$ cat src/rtl/apb_reg_slave.sv
// APB register slave: CTRL/SCRATCH/IRQ regs, ID and transfer counter; pready after WAIT_STATES extra access cycles.
// Backpressure is pready only; any cycle of psel=0 during an access abandons the transfer without side effects.
module apb_reg_slave #(
  parameter int AW_APB      = 32,
  parameter int DW_APB      = 32,
  parameter int WAIT_STATES = 1
) (
  input  logic                  apb_clk,
  input  logic                  sys_areset,
  input  logic                  psel,
  input  logic                  penable,
  input  logic                  pwrite,
  input  logic [AW_APB-1:0]     paddr,
  input  logic [DW_APB-1:0]     pwdata,
  input  logic [DW_APB/8-1:0]   pstrb,
  output logic [DW_APB-1:0]     prdata,
  output logic                  pready,
  output logic                  pslverr,
  input  logic [DW_APB-1:0]     irq_src,
  output logic [DW_APB-1:0]     ctrl,
  output logic                  irq
);

  localparam logic [7:0] OFF_CTRL   = 8'h00;
  localparam logic [7:0] OFF_SCR    = 8'h04;
  localparam logic [7:0] OFF_STAT   = 8'h08;
  localparam logic [7:0] OFF_MASK   = 8'h0C;
  localparam logic [7:0] OFF_ID     = 8'h10;
  localparam logic [7:0] OFF_CNT    = 8'h14;
  localparam logic [DW_APB-1:0] ID_VAL  = 'hA9B0_0001;
  localparam logic [DW_APB-1:0] CNT_ONE = 'h1;

  typedef enum logic {S_IDLE, S_ACCESS} state_t;

  state_t              r_state, w_state_nxt;
  logic [2:0]          r_wait_cnt, w_wait_cnt_nxt;
  logic [DW_APB-1:0]   r_ctrl, r_scratch, r_irq_status, r_irq_mask, r_xfer_cnt;
  logic                r_irq;

  logic [7:0]          w_off;
  logic [DW_APB-1:0]   w_rd_val;
  logic                w_err;
  logic                w_ok;
  logic                w_wr;
  logic [DW_APB-1:0]   w_wmask;
  logic [DW_APB-1:0]   w_w1c;
  logic                w_unused_paddr;

  // Only the low address byte decodes; upper bits alias the map.
  assign w_off          = paddr[7:0];
  assign w_unused_paddr = ^paddr;

  always_ff @(posedge apb_clk or posedge sys_areset) begin
    if (sys_areset) begin
      r_state    <= S_IDLE;
      r_wait_cnt <= 3'd0;
    end else begin
      r_state    <= w_state_nxt;
      r_wait_cnt <= w_wait_cnt_nxt;
    end
  end

  always_comb begin
    w_state_nxt    = r_state;
    w_wait_cnt_nxt = r_wait_cnt;
    pready         = 1'b0;
    case (r_state)
      S_IDLE: begin
        if (psel && !penable) begin
          w_state_nxt    = S_ACCESS;
          w_wait_cnt_nxt = 3'(WAIT_STATES);
        end
      end
      S_ACCESS: begin
        if (!psel) begin
          w_state_nxt = S_IDLE;
        end else if (penable) begin
          if (r_wait_cnt == 3'd0) begin
            pready      = 1'b1;
            w_state_nxt = S_IDLE;
          end else begin
            w_wait_cnt_nxt = r_wait_cnt - 3'd1;
          end
        end
      end
      default: w_state_nxt = S_IDLE;
    endcase
  end

  // Misaligned offsets fall into the default arm, so they error like unmapped ones.
  always_comb begin
    w_rd_val = '0;
    w_err    = 1'b0;
    case (w_off)
      OFF_CTRL: w_rd_val = r_ctrl;
      OFF_SCR:  w_rd_val = r_scratch;
      OFF_STAT: w_rd_val = r_irq_status;
      OFF_MASK: w_rd_val = r_irq_mask;
      OFF_ID: begin
        w_rd_val = ID_VAL;
        w_err    = pwrite;
      end
      OFF_CNT: begin
        w_rd_val = r_xfer_cnt;
        w_err    = pwrite;
      end
      default: w_err = 1'b1;
    endcase
  end

  always_comb begin
    w_wmask = '0;
    for (int b = 0; b < DW_APB/8; b++) begin
      w_wmask[b*8 +: 8] = {8{pstrb[b]}};
    end
  end

  assign w_ok    = pready && !w_err;
  assign w_wr    = w_ok && pwrite;
  assign w_w1c   = (w_wr && (w_off == OFF_STAT)) ? (pwdata & w_wmask) : '0;
  assign pslverr = pready && w_err;
  assign prdata  = (w_ok && !pwrite) ? w_rd_val : '0;

  always_ff @(posedge apb_clk or posedge sys_areset) begin
    if (sys_areset) begin
      r_ctrl       <= '0;
      r_scratch    <= '0;
      r_irq_status <= '0;
      r_irq_mask   <= '0;
      r_xfer_cnt   <= '0;
      r_irq        <= 1'b0;
    end else begin
      if (w_wr && (w_off == OFF_CTRL)) r_ctrl     <= (r_ctrl & ~w_wmask) | (pwdata & w_wmask);
      if (w_wr && (w_off == OFF_SCR))  r_scratch  <= (r_scratch & ~w_wmask) | (pwdata & w_wmask);
      if (w_wr && (w_off == OFF_MASK)) r_irq_mask <= (r_irq_mask & ~w_wmask) | (pwdata & w_wmask);
      // New events override a same-cycle clear so no pulse is lost.
      r_irq_status <= (r_irq_status & ~w_w1c) | irq_src;
      if (w_ok) r_xfer_cnt <= r_xfer_cnt + CNT_ONE;
      r_irq <= |(r_irq_status & r_irq_mask);
    end
  end

  assign ctrl = r_ctrl;
  assign irq  = r_irq;

endmodule

$ cat config.mk
export PLATFORM = sky130hd
export DESIGN_NAME = apb_reg_slave
export DESIGN_NICKNAME = d
export VERILOG_FILES = /design/src/rtl/apb_reg_slave.sv
export SDC_FILE = /design/constraint.sdc
export NUM_CORES = 1
export LEC_CHECK = 0
export BUFFER_PORTS_ARGS = -buffer_cell sky130_fd_sc_hd__buf_2
export CAP_MARGIN = 20
export CORE_ASPECT_RATIO = 1.1
export CORE_MARGIN = 8
export CORE_UTILIZATION = 50
export DETAILED_ROUTE_END_ITERATION = 10
export HOLD_SLACK_MARGIN = 0.12
export PLACE_DENSITY = 0.74
export SETUP_SLACK_MARGIN = 0.5
export SKIP_LAST_GASP = 1
export SYNTH_ARGS = -nofsm -noshare
export SYNTH_HDL_FRONTEND = slang
export SYNTH_SLANG_ARGS = --single-unit
$ cat constraint.sdc
create_clock -name apb_clk -period 17.4 [get_ports apb_clk]
set_input_delay 3.48 -clock apb_clk [delete_from_list [all_inputs] [get_ports apb_clk]]
set_output_delay 3.48 -clock apb_clk [all_outputs]
set_load 0.01 [all_outputs]
# Yosys cells after proc, flatten, opt, wreduce, memory -nomap -nowiden
# Index checks and enable logic that the tools add are counted.
# op_classes
addsub	2
eq_ne	9
muxes	18
bitwise_logic	13
n_reduce_logical	18
# ops
op	n
32-bit bitwise AND	6
32-bit case mux with 6 select lines	1
32-bit bitwise OR	4
32-bit two-way mux	2
32-bit NOT	2
32-bit by 1-bit adder with 32-bit output (second input constant)	1
32-bit OR reduction	1
8-bit by 4-bit equality test with 1-bit output (second input constant)	2
8-bit by 5-bit equality test with 1-bit output (second input constant)	2
3-bit two-way mux	4
1-bit logical AND	9
8-bit by 3-bit equality test with 1-bit output (second input constant)	1
8-bit zero test	1
1-bit two-way mux	8
2-bit != test (second input constant)	4
3-bit case mux with 2 select lines	1
1-bit case mux with 2 select lines	2
4-bit AND reduction	1
4-bit OR reduction	1
1-bit zero test	3
3-bit zero test	1
3-bit by 1-bit subtractor with 3-bit output (second input constant)	1
2-bit OR reduction	1
1-bit NOT	1
# word_totals
ff_bits	165
out_inout_bits	67
wordCells	68

# Longest topological paths before layout
# logic_depth
ltp_word	12
mapped_depth	10
mapped_depth_nobuf	8

# Worst setup path after synthesis
# Ideal clock, no wire load.
# synth_path
path_type	in2out
start	input paddr[4]
end	output prdata[14]
arrival_ps	4726
required_ps	13920
slack_ps	9194
cell_stages	7
n_path_buf	3
path_cell_list	buf_2 -> and2_1 -> clkbuf_1 -> clkbuf_1 -> a22oi_1 -> o221a_2 -> nor2_1
# synth_via
elab_chain_len	7
word_cells_on_any_way	14
# synth_lines
element	line	rtl
start, declared	13	input logic [AW_APB-1:0] paddr,
8-bit by 4-bit equality test with 1-bit output (tied with other cells)	94	case (w_off)
4-bit OR reduction (no line) / 2-bit OR reduction (equally long branches)	-	
1-bit case mux with 2 select lines	94	
1-bit zero test	118	assign w_ok = pready && !w_err;
1-bit logical AND	118	
1-bit logical AND	122	assign prdata = (w_ok && !pwrite) ? w_rd_val : '0;
32-bit two-way mux *	122	
end, declared	16	output logic [DW_APB-1:0] prdata,
# Every way passes the cells marked *; elsewhere a longest branch is shown, timed or not.

# Worst setup path after layout
# layout_path
start	input paddr[2]
end	output prdata[10]
# The elaborated chain is that of the path after synthesis.

==> impl_results.md <==
- Status: finished clean
- Max-cap viol count: 0
- CTS Hold Buffers Added: 0
- Pre-Repair DR Iteration Count: 5
- Cells after synthesis: 698
- CTS Buf Count: 17
- CP Capture Type: output port
- Average wire per standard cell: 22.59 um
- CP arrival: 6.06 ns
- Top cells by area, synth: dfrtp_1 50%, mux2_2 13%, mux2i_1 5.0%, a22oi_1 3.7%, o221a_2 3.2%
- Final setup vio count: 0
- Die height: 150.4 um
- Synth cell types: between 40 and 50
- Final period util: 54.81%
- CTS tree: built
- Die area: between 20,000 and 25,000 um^2
- Post-synth top area share: about half
- Critical path fanouts, max: 47
- WL final: about 24 mm
- Final Hold Vio Count: 0
- H-tree levels: 4
- Pwr dens: approximately 87 nW/um^2
- First-pass GRT wire length: 37.28 mm
- Min Tclk post-route: roughly 9.5 ns
- Startpoint types: input port
- Crit-path max cell delay: between 0.9 and 1 ns
- Crit-path leading delay family: simple AND/OR/NAND/NOR gates
- Synth-to-Final Area Change: 17.87%
- Post-Syn Area: 8212 um^2
- Main flop type after synthesis: dfrtp_1
- RSZ-0062 raised after global routing: false
- Site Rows: 49
- CTS root buf: clkbuf_16
- Worst vdd ir: 0.06606 mV
- Vias: about 6,300
- Clk_lat worst skew: between 0.4 and 0.5 ns
- Slew @ Worst Pin: approximately 1.1 ns
- IO Pins: 172
- Crit Path Category: in2out
- Asr flop ratio synth: 100.0%
- Largest net degree at the start of global routing: 96
- Gr usage total: between 20% and 30%
- Starting Density: between 50% and 60%
- # DRC: 0
- Crit-path cells: buf_2 -> buf_4 -> nor3b_2 -> buf_4 -> nand2_1 -> o221a_2 -> nor2_1 -> buf_2
- YS warnings: 0
- Final setup TNS: 0 ns
- Port bufs: between 100 and 150
- Post-CTS Resized: 0
- Pleak: about 4.5 nW
- Clock Path Buffers: 2
- Most frequent cells in the layout: 165 x dfrtp_1, 147 x buf_2, 98 x mux2_2
- DRC marker count from the first detailed-route iteration: 554
- Layout cells sized above 1: between 30% and 40%
- Synth Net Count: 806
- Max Slew Vio Count: 0
- Nets: around 940
- Final WS setup: just under 8 ns
- Most common cell after layout, fill and taps aside: dfrtp_1
- Vias per inst: roughly 6.0
- Post-synth EDFFs: 0
- Clk sink count: ~170
- Data required, critical path: between 10 and 15 ns
- Remaining Overflow, GRT: 0
- Slew headroom: between 20 and 30%
- Yosys top cell by area: dfrtp_1
- Core area: 16,250 um^2
- Detail Route Antenna Nets: 0
- Initial antenna violation count: 0
- Mean post-synth cell area: about 12 um^2
- Hpwl dp: around 17 mm
- CTS clk-pin slew, worst paths: 0.06 ns
- Skew final: between 0.008 and 0.009 ns
- Diode count: 0
- DIE WIDTH: between 100 and 150 um
- Number of global-route vias before repair: 6,608
- Sequential-to-total area share from yosys stat: 50.28%
- Post-CTS Setup Repair Bufs: 0
- Synth Register Bits: 165
- Worst Hold Class: reg2reg
- CP bufs+invs: 4
- CP max stage cell: nor3b_2
- Post-Place Setup Slack: between 7 and 8 ns
- Fmax: approximately 100 MHz
- GPL Wtd Cong: 0.8471
report_power, final:
part           total [W]  switching [W]  leakage [nW]  internal [W]
Sequential      0.000390     0.00000263          2.13      0.000387
Combinational  0.0000613      0.0000377          2.07     0.0000236
Clock           0.000386       0.000154         0.295      0.000232
Total           0.000837       0.000194          4.49      0.000643
path summary, 6_finish.rpt:
check	to	start	slack, ns	cells past startpoint
setup reg to reg	flop	r_wait_cnt[0]	14.90	7
hold reg to reg	r_xfer_cnt[31]	r_xfer_cnt[31]	0.49	1
hold / removal	r_xfer_cnt[31]	r_xfer_cnt[31]	0.49	1
setup / recovery	prdata[10]	paddr[2]	7.86	8
max in group asynchronous	asynchronous set/reset pin	sys_areset	12.71	3
min in group asynchronous	r_wait_cnt[2]	sys_areset	3.24	2
stage by stage:
stage	instances	hold WS [ns]	utilization, %	power [W]	instance area, um^2
6_report	1048	0.4868	59.58	0.0008373	9679
5_1_grt	1048	0.5008	59.58	0.0008662	9679
4_1_cts	1048	0.4889	59.58	0.0008412	9679
3_5_place_dp	1016	0.4785	55.83	0.0004579	9071
3_3_place_gp	1016	0.4788	55.83	0.0004566	9071
2_1_floorplan	698	0.4453	-	0.0004336	8212
cells by family (layout without fill, tap and decap cells):
group	count (synthesis)	in the layout	synth area share, %
buffers and inverters	45	191	2.468
AOI/OAI and AO/OA	122	122	12.34
muxes	139	139	18.44
DFF	165	165	50.28
xor gates and xnor gates	31	31	3.306
adders and majority gates	3	3	0.4572
and+or+nand+nor	193	193	12.71
final cells by class:
class / instances / area, um^2
sequential: 165 / 4129
clock inverter: 13 / 155.1
tap: 204 / 255.2
clock buffer: 19 / 452.9
fill: 1341 / 6568
timing repair buffer: 152 / 773.2
inverter: 7 / 31.28
multi-input combinational: 488 / 3882
routing by layer:
metal / up-vias / track usage (%) / share of wire (%)
met3: 44 / 6.151 / 5.9
met1: 3201 / 27.92 / 42
met5: - / 0 / 0
met4: 0 / 9.190 / 2.6
li1: 2868 / - / -
met2: 205 / 37.97 / 49
cell usage after synthesis, types with 4 or more instances:
master and number:
a21o_1 32, a22oi_1 41, and3_1 8, and4_1 4
buf_2 12, clkbuf_1 22, dfrtp_1 165, inv_1 7
mux2_2 98, mux2i_1 41, nand2_1 41, nand3_1 41
nand4_1 22, nor2_1 37, nor2_2 11, o221a_2 23
o22a_1 9, o2bb2ai_1 8, xnor2_1 29
worst register-to-register path: stages, from the launching register on:
cell and delay, ns:
dfrtp_1 0.39, inv_1 0.08, ha_1 0.17, ha_1 0.22
and4_1 0.36, nand3_1 0.20, nor2_2 0.54, mux2_2 0.41
Note: power is estimated with default switching activity, not from simulation.
